## src/rtl/pattern_pkg.sv

```systemverilog
// Shared definitions for the pattern serial line: FSM states and line levels.
// Kept separate so a future deserializer can decode the same framing.
package pattern_pkg;

  typedef enum logic [2:0] {
    ST_IDLE,
    ST_START,
    ST_DATA,
    ST_PARITY,
    ST_STOP
  } state_e;

  localparam logic START_BIT    = 1'b0;
  localparam logic STOP_BIT     = 1'b1;
  localparam int   WORD_COUNT_W = 8;

endpackage

```

## src/rtl/par_gen.sv

```systemverilog
// Parity generator: XOR-reduces a word, optionally inverted for odd parity.
module par_gen #(
  parameter int WIDTH = 8,
  parameter bit ODD   = 1'b0
) (
  input  logic [WIDTH-1:0] data_i,
  output logic             parity_o
);

  assign parity_o = (^data_i) ^ ODD;

endmodule

```

## src/rtl/pattern_serializer.sv

```systemverilog
// Serializes parallel pattern words into START / DATA(MSB first) / PARITY / STOP
// frames, with a one-word holding buffer so frames can run back-to-back.
module pattern_serializer
  import pattern_pkg::*;
#(
  parameter int DATA_W    = 8,
  parameter bit PARITY_EN = 1'b1,
  parameter bit ODD_PAR   = 1'b0
) (
  input  logic                    clk,
  input  logic                    rst,
  input  logic [DATA_W-1:0]       in_data,
  input  logic                    in_valid,
  output logic                    in_ready,
  output logic                    ser_out,
  output logic                    frame_active,
  output logic                    frame_done,
  output logic [WORD_COUNT_W-1:0] word_count
);

  localparam int               CNT_W    = (DATA_W > 1) ? $clog2(DATA_W) : 1;
  localparam logic [CNT_W-1:0] LAST_BIT = CNT_W'(DATA_W - 1);
  localparam logic [CNT_W-1:0] CNT_ONE  = CNT_W'(1);

  state_e                  state_q, state_d;
  logic                    buf_full_q, buf_full_d;
  logic [DATA_W-1:0]       buf_q, buf_d;
  logic [DATA_W-1:0]       shift_q, shift_d;
  logic [CNT_W-1:0]        bit_cnt_q, bit_cnt_d;
  logic [WORD_COUNT_W-1:0] word_count_q, word_count_d;
  logic                    xfer;
  logic                    load;
  logic                    par_bit;

  // The shift register rotates rather than shifts, so its XOR is invariant
  // across the frame and parity can be taken from it directly.
  par_gen #(
    .WIDTH (DATA_W),
    .ODD   (ODD_PAR)
  ) u_par_gen (
    .data_i   (shift_q),
    .parity_o (par_bit)
  );

  // NOTE: every signal driven here gets a default first, so no latch is inferred.
  always_comb begin
    state_d = state_q;
    unique case (state_q)
      ST_IDLE:   if (buf_full_q) state_d = ST_START;
      ST_START:  state_d = ST_DATA;
      ST_DATA:   if (bit_cnt_q == LAST_BIT) state_d = PARITY_EN ? ST_PARITY : ST_STOP;
      ST_PARITY: state_d = ST_STOP;
      ST_STOP:   state_d = buf_full_q ? ST_START : ST_IDLE;
      default:   state_d = ST_IDLE;
    endcase
  end

  always_comb begin
    in_ready     = !buf_full_q;
    xfer         = in_valid && in_ready;
    // START lasts exactly one cycle, so heading into it marks a fresh entry.
    load         = (state_d == ST_START);

    buf_d        = xfer ? in_data : buf_q;
    buf_full_d   = buf_full_q;
    if (xfer) begin
      buf_full_d = 1'b1;
    end else if (load) begin
      buf_full_d = 1'b0;
    end

    shift_d      = shift_q;
    if (load) begin
      shift_d    = buf_q;
    end else if (state_q == ST_DATA) begin
      shift_d    = {shift_q[DATA_W-2:0], shift_q[DATA_W-1]};
    end

    bit_cnt_d    = '0;
    if (state_q == ST_DATA && bit_cnt_q != LAST_BIT) begin
      bit_cnt_d  = bit_cnt_q + CNT_ONE;
    end

    word_count_d = word_count_q;
    if (state_q == ST_STOP) begin
      word_count_d = word_count_q + WORD_COUNT_W'(1);
    end
  end

  always_comb begin
    ser_out      = STOP_BIT;
    frame_active = (state_q != ST_IDLE);
    frame_done   = (state_q == ST_STOP);
    word_count   = word_count_q;
    unique case (state_q)
      ST_IDLE:   ser_out = STOP_BIT;
      ST_START:  ser_out = START_BIT;
      ST_DATA:   ser_out = shift_q[DATA_W-1];
      ST_PARITY: ser_out = par_bit;
      ST_STOP:   ser_out = STOP_BIT;
      default:   ser_out = STOP_BIT;
    endcase
  end

  // NOTE: sequential state uses non-blocking assignments so all registers
  // update together from the values present before the edge.
  always_ff @(posedge clk) begin
    if (rst) begin
      state_q      <= ST_IDLE;
      buf_full_q   <= 1'b0;
      shift_q      <= '0;
      bit_cnt_q    <= '0;
      word_count_q <= '0;
    end else begin
      state_q      <= state_d;
      buf_full_q   <= buf_full_d;
      shift_q      <= shift_d;
      bit_cnt_q    <= bit_cnt_d;
      word_count_q <= word_count_d;
    end
  end

  // NOTE: the buffer word carries no reset; it is only consumed while
  // buf_full_q is set, and that flag is reset.
  always_ff @(posedge clk) begin
    buf_q <= buf_d;
  end

endmodule

```

## config.mk

```make
export PLATFORM = sky130hd
export DESIGN_NAME = pattern_serializer
export DESIGN_NICKNAME = d
export VERILOG_FILES = /design/src/rtl/pattern_pkg.sv /design/src/rtl/par_gen.sv /design/src/rtl/pattern_serializer.sv
export SDC_FILE = /design/constraint.sdc
export NUM_CORES = 1
export LEC_CHECK = 0
export BUFFER_PORTS_ARGS = -buffer_cell sky130_fd_sc_hd__buf_2
export CORE_ASPECT_RATIO = 0.75
export CORE_MARGIN = 8
export CORE_UTILIZATION = 40
export CTS_BUF_LIST = sky130_fd_sc_hd__clkbuf_8
export DETAILED_ROUTE_END_ITERATION = 8
export PLACE_DENSITY = 0.71
export SLEW_MARGIN = 40
export SYNTH_ARGS = -nofsm -noshare
export SYNTH_HDL_FRONTEND = slang
export SYNTH_SLANG_ARGS = --single-unit
```

## constraint.sdc

```tcl
create_clock -name clk -period 4.2 [get_ports clk]
set_clock_uncertainty 0.2 [all_clocks]
set_input_delay 0.84 -clock clk [delete_from_list [all_inputs] [get_ports clk]]
set_output_delay 0.84 -clock clk [all_outputs]
set_load 0.01 [all_outputs]
```

==> flow_summary.yaml, run 1 <==
outcome:
  status: "finished, final reports clean"
global_routing:
  grt_pass1_wl_microns: 4840
  grt_max_degree: 22
  grt_pass1_vias: 1059
  overflow: 0
  antenna_found_initial: 0
  gr-usage-all-layers: 0.107
critical_path:
  setup.worst_path.class: "flip-flop to primary output"
  cp_max_fo: 20
  cpMaxStageDelayCell: "dfxtp_1"
  end_kind: "primary output"
  required_ns: 3.16
  worstSetupStartpointType: "flip-flop"
  worstPathArrival_ns: 1.74
  crit_chain: "nand2b_1 -> nor2_1 -> o221ai_1 -> buf_2"
  slowest_delay_ns: 0.84
sta:
  setup_slack_ns: 1.42
  report.final.slew_viol_count: 0
  whs_ns: 0.225
  rsz0062_at_grt: "no"
  finalCritPeriodShare: 0.662
  setup_tns_ns: 0
  tightest_slew_ns: 0.802
  hold_viol_final: 0
  fin_crit_ns: 2.78
  finalSetupViolCount: 0
  max_freq_mhz: 360
  slew_headroom: 0.464
synth:
  yosysMostFrequentCell: "nor2_1"
  synth.largest_area_cell: "dfxtp_1"
  postSynthAreaPerCell_sq_um: 10.3
  yosysWarnings: 0
  synth_seq_cells: 31
  synth_cell_type_count: 32
  syn_nets: 147
  synth_edf_count: 8
  synthCells: 133
  synthArstFlopShare: 0
  ys.flop_type: "dfxtp_1"
  ys_seq_area_frac: 0.512
  synth_area_sq_um: 1370
  synthTopCellsByCount: "nor2_1, dfxtp_1, xnor2_1"
  synth_area_leaders: "dfxtp_1, edfxtp_1, xnor2_1, nor2_1, a2bb2oi_1"
  synth_top_area_frac: 0.337
floorplanning:
  rows: 18
  fp.dieArea_sq_um: 5570
  dieWidth_microns: 83.5
  initial_utilization: 0.416
  ios: 23
  core-area_sq_um: 3290
  die_h_microns: 66.6
final_layout:
  fin_util: 0.474
  num_antenna_cells: 0
  drive_gt1_frac: 0.200
  final_nets: 168
  fill_cells: 311
  synthToLayoutAreaGrowth_pct: 14.0
placement:
  io_buffer_count: 22
  pre_cts_ws_ns: 1.73
  gp_congestion: 0.836
  hpwl_microns: 1980
cts:
  htreeDepth: 2
  cts_max_path_buffers: 2
  ctsResizeCount: 0
  postCtsSetupBuffers: 0
  cts-root-buf: "clkbuf_8"
  clock-sinks: 31
  cts_buffers: 5
  insertion_delay_ns: 0.28
  hold_buffers: 0
  clk_pin_slew_ns: 0.06
  cts_tree: "built"
run:
  drv_cap: 0
drt:
  num_vias: 1030
  drt_iter0_drc: 95
  avgViaCountPerCell: 5.28
  dr.pass1.iters: 4
  wl_microns: 2730
  wl_per_cell_microns: 14.0
  drc: 0
  ant_nets: 0
min_path:
  hold_path_class: "flip-flop to flip-flop"
power:
  p_leak_nw: 0.611
  power_density_nw_per_um2: 424
  vdd.ir_drop.worst_v: 0.000188
## flip-flops by register name (all words and copies together) (netlist names)
name	flops
state_q	3
buf_q	8
buf_full_q	1
word_count	8
bit_cnt_q	3
shift_q	8
## worst paths after layout
check                                from                       to  slack (ns)  cells after the start
hold reg to reg   bit_cnt_q[0]$_SDFF_PP0_  bit_cnt_q[0]$_SDFF_PP0_        0.23                      1
setup / recovery    state_q[0]$_SDFF_PP0_                  ser_out        1.42                      4
hold / removal    bit_cnt_q[0]$_SDFF_PP0_  bit_cnt_q[0]$_SDFF_PP0_        0.23                      1
setup reg to reg    state_q[1]$_SDFF_PP0_  shift_q[0]$_SDFFE_PP0P_        2.20                      4
## cell type report
cell class | instances | area [sq um] | area share
flip-flops and latches | 31 | 701 | 0.449
multi-input cells | 91 | 606 | 0.388
repair buffers | 22 | 110 | 0.0706
clock buffers | 5 | 68.8 | 0.0441
well taps | 40 | 50.0 | 0.0321
clock inverters | 3 | 12.5 | 0.00803
inverters | 3 | 11.3 | 0.00722
## placed cells by master (no fill, tap or decap), types with 4 or more instances in the layout
master and n:
inv_1 4, dfxtp_1 23, nand2_1 4, xnor2_1 12, nor2_1 26, o22ai_1 7
a2bb2oi_1 7, edfxtp_1 8, clkbuf_8 5, nand4_1 4, buf_2 22
## report_power, final
| part | switching (mW) | leakage, nW | total (mW) | internal [mW] |
|---|---|---|---|---|
| clock | 0.102 | 0.0468 | 0.213 | 0.111 |
| sequential | 0.0236 | 0.264 | 0.350 | 0.326 |
| combinational | 0.0459 | 0.301 | 0.0979 | 0.0519 |
| total | 0.172 | 0.611 | 0.661 | 0.489 |
## logic make-up (layout without fill, tap and decap cells)
family | count (synthesis) | after routing | synth area share
AND/OR/NAND/NOR | 51 | 51 | 0.191
AO/OA/AOI/OAI | 21 | 21 | 0.121
flip-flops | 31 | 31 | 0.512
buffers and inverters | 11 | 33 | 0.0448
adder cells (fa/ha/maj) | 3 | 3 | 0.0275
multiplexers | 1 | 1 | 0.00732
XOR/XNOR | 15 | 15 | 0.0961
## layer usage
layer,global-route usage,vias to the layer above,part of all wire
li1,-,506,-
met1,0.123,485,0.46
met2,0.169,28,0.47
met3,0.0329,11,0.038
met4,0.0751,0,0.030
met5,0,-,0
## critical path: cells and delay by family (launching register included)
kind	cells	cell delay (ns)
buffers and inverters	1	0.17
DFF	1	0.84
AOI/OAI and AO/OA	1	0.18
and+or+nand+nor	2	0.28
## stage by stage
stage          instances  power [mW]  cell area [sq um]
5_1_grt              195       0.701               1560
6_report             195       0.661               1560
4_1_cts              195       0.670               1560
3_3_place_gp         187       0.449               1480
2_1_floorplan        133       0.433               1370
3_5_place_dp         187       0.454               1480
Note: power is estimated with default switching activity, not from simulation.
==> run 2: changes to the inputs <==
- ABC_AREA: not set -> 1
- PLACE_DENSITY: 0.71 -> 0.7
- clock period: 4.2 -> 2.7 ns (I/O delays scaled with it)
==> run 2 against run 1 <==
Against the previous run:
- synthesized area grew 11%
- worst setup slack worse by 0.81 ns
- first-iteration DRC count is 7.4% higher
- clock power is 83% higher
- clock-buffer cell count is 2 higher
- cell count grew 41%
- wire length increased by 8.2%
- core utilization is 0.78 points higher
- largest power group unchanged
- flip-flop and latch count unchanged
==> flow_summary.yaml, run 2 <==
outcome:
  status: "finished, final reports clean"
sta:
  report.final.slew_viol_count: 0
  slew_headroom: 0.585
  finalCritPeriodShare: 0.776
  setup_tns_ns: 0
  max_freq_mhz: 477
  rsz0062_at_grt: "no"
  hold_viol_final: 0
  tightest_slew_ns: 0.620
  finalSetupViolCount: 0
  fin_crit_ns: 2.10
drt:
  wl_microns: 2950
  drc: 0
  avgViaCountPerCell: 4.50
  wl_per_cell_microns: 10.8
  num_vias: 1234
  ant_nets: 0
  drt_iter0_drc: 102
  dr.pass1.iters: 6
critical_path:
  critPathTopFamily: "simple AND/OR/NAND/NOR gates"
  worstRegToRegCells: 5
  worstSetupStartpointType: "flip-flop"
  crit_top_cell: "nand2_1"
  cp_max_fo: 5
  reg2reg_from: "state_q[0]$_SDFF_PP0_"
  required_ns: 1.96
  path_buf_inv: 2
  setup.worst_path.class: "flip-flop to primary output"
  critPathLaunch: "shift_q[7]$_SDFFE_PP0P_"
  r2r_end: "shift_q[2]$_SDFFE_PP0P_"
  crit_chain: "inv_1 -> nand2_1 -> nand2_1 -> nand2_1 -> nand2_1 -> nand2_1 -> nand3_1 -> nand2_1 -> buf_2"
  cpMaxStageDelayCell: "dfxtp_1"
  end_kind: "primary output"
  worstPathArrival_ns: 1.36
  slowest_delay_ns: 0.42
  reg2reg_slack_ns: 1.21
final_layout:
  multi_input_area_sq_um: 676
  final_nets: 235
  synthToLayoutAreaGrowth_pct: 16.0
  final_cell_area_sq_um: 1760
  fin_util: 0.482
  mostFrequentLayoutCell: "nand2_1"
  fill_cells: 376
  seq_area_sq_um: 701
  final_cell_mix: "nand2_1, inv_1, dfxtp_1"
  num_antenna_cells: 0
  drive_gt1_frac: 0.234
synth:
  ys_seq_area_frac: 0.461
  synth_top_area_frac: 0.303
  synth_edf_count: 8
  synth.largest_area_cell: "dfxtp_1"
  syn_nets: 209
  synthCells: 195
  synth_area_leaders: "dfxtp_1, edfxtp_1, nand2_1, inv_1, o21ai_1"
  synth_cell_type_count: 31
  synth_seq_cells: 31
  yosysMostFrequentCell: "nand2_1"
  ys.flop_type: "dfxtp_1"
  yosysWarnings: 0
  synthTopCellsByCount: "nand2_1, inv_1, dfxtp_1"
  postSynthAreaPerCell_sq_um: 7.80
  synthArstFlopShare: 0
  synth_area_sq_um: 1520
cts:
  clk_pin_slew_ns: 0.06
  htreeDepth: 2
  ctsResizeCount: 0
  cts_tree: "built"
  insertion_delay_ns: 0.28
  postCtsSetupBuffers: 0
  hold_buffers: 0
  cts-root-buf: "clkbuf_8"
  cts_max_path_buffers: 2
  cts_buffers: 5
  clock-sinks: 31
floorplanning:
  rows: 19
  core-area_sq_um: 3660
  fp.dieArea_sq_um: 6050
  ios: 23
  die_h_microns: 69.4
  initial_utilization: 0.416
  dieWidth_microns: 87.2
min_path:
  hold_depth: 1
  hold_path_end: "bit_cnt_q[0]$_SDFF_PP0_"
  hold_path_class: "flip-flop to flip-flop"
  hold_start: "bit_cnt_q[0]$_SDFF_PP0_"
power:
  power_density_nw_per_um2: 671
  p_leak_nw: 0.841
  total_power_mw: 1.18
  vdd.ir_drop.worst_v: 0.000274
placement:
  gp_congestion: 0.742
  postPlaceCellArea_sq_um: 1660
  hpwl_microns: 2260
  io_buffer_count: 22
global_routing:
  overflow: 0
  grt_max_degree: 16
  gr-usage-all-layers: 0.109
  grt_pass1_wl_microns: 5200
  grt_pass1_vias: 1148
  antenna_found_initial: 0
run:
  drv_cap: 0
run 2: per-layer routing:
metal,part of all wire,track usage,up-vias
met1,0.52,0.142,544
li1,-,-,668
met5,0,0,-
met2,0.43,0.148,20
met4,0.0047,0.0456,0
met3,0.048,0.0521,2
run 2: power breakdown:
part | switching, mW | total (mW) | internal (mW)
registers | 0.0336 | 0.549 | 0.515
logic | 0.156 | 0.245 | 0.0886
clock network | 0.162 | 0.390 | 0.228
run 2: cell families after synthesis:
logic type / after synthesis / synth area share
compound gates: 35 / 0.148
simple gates: 92 / 0.266
flops: 31 / 0.461
buf+inv: 33 / 0.0954
xor+xnor: 1 / 0.00576
fa+ha+maj: 3 / 0.0247
run 2: how the worst max path moves through the flow:
stage / to / slack (ns) / depth (start not counted)
2_1_floorplan: ser_out / 1.10 / 8
3_3_place_gp: ser_out / 0.94 / 9
3_5_place_dp: ser_out / 0.90 / 9
4_1_cts: ser_out / 0.59 / 9
5_1_grt: ser_out / 0.48 / 9
6_report: ser_out / 0.60 / 9
run 2: final cells by class:
type,count,area share
flip-flops and latches,31,0.397
multi-input cells,131,0.383
inverters,30,0.0638
repair buffers,22,0.0624
clock buffers,7,0.0546
well taps,52,0.0369
clock inverters,1,0.00213
run 2: through the flow:
step           cells  hold slack, ns  setup slack, ns
3_3_place_gp     266           0.215            0.940
6_report         274           0.230            0.604
3_5_place_dp     266           0.221            0.901
4_1_cts          274           0.222            0.594
5_1_grt          274           0.210            0.482
2_1_floorplan    195           0.199             1.10
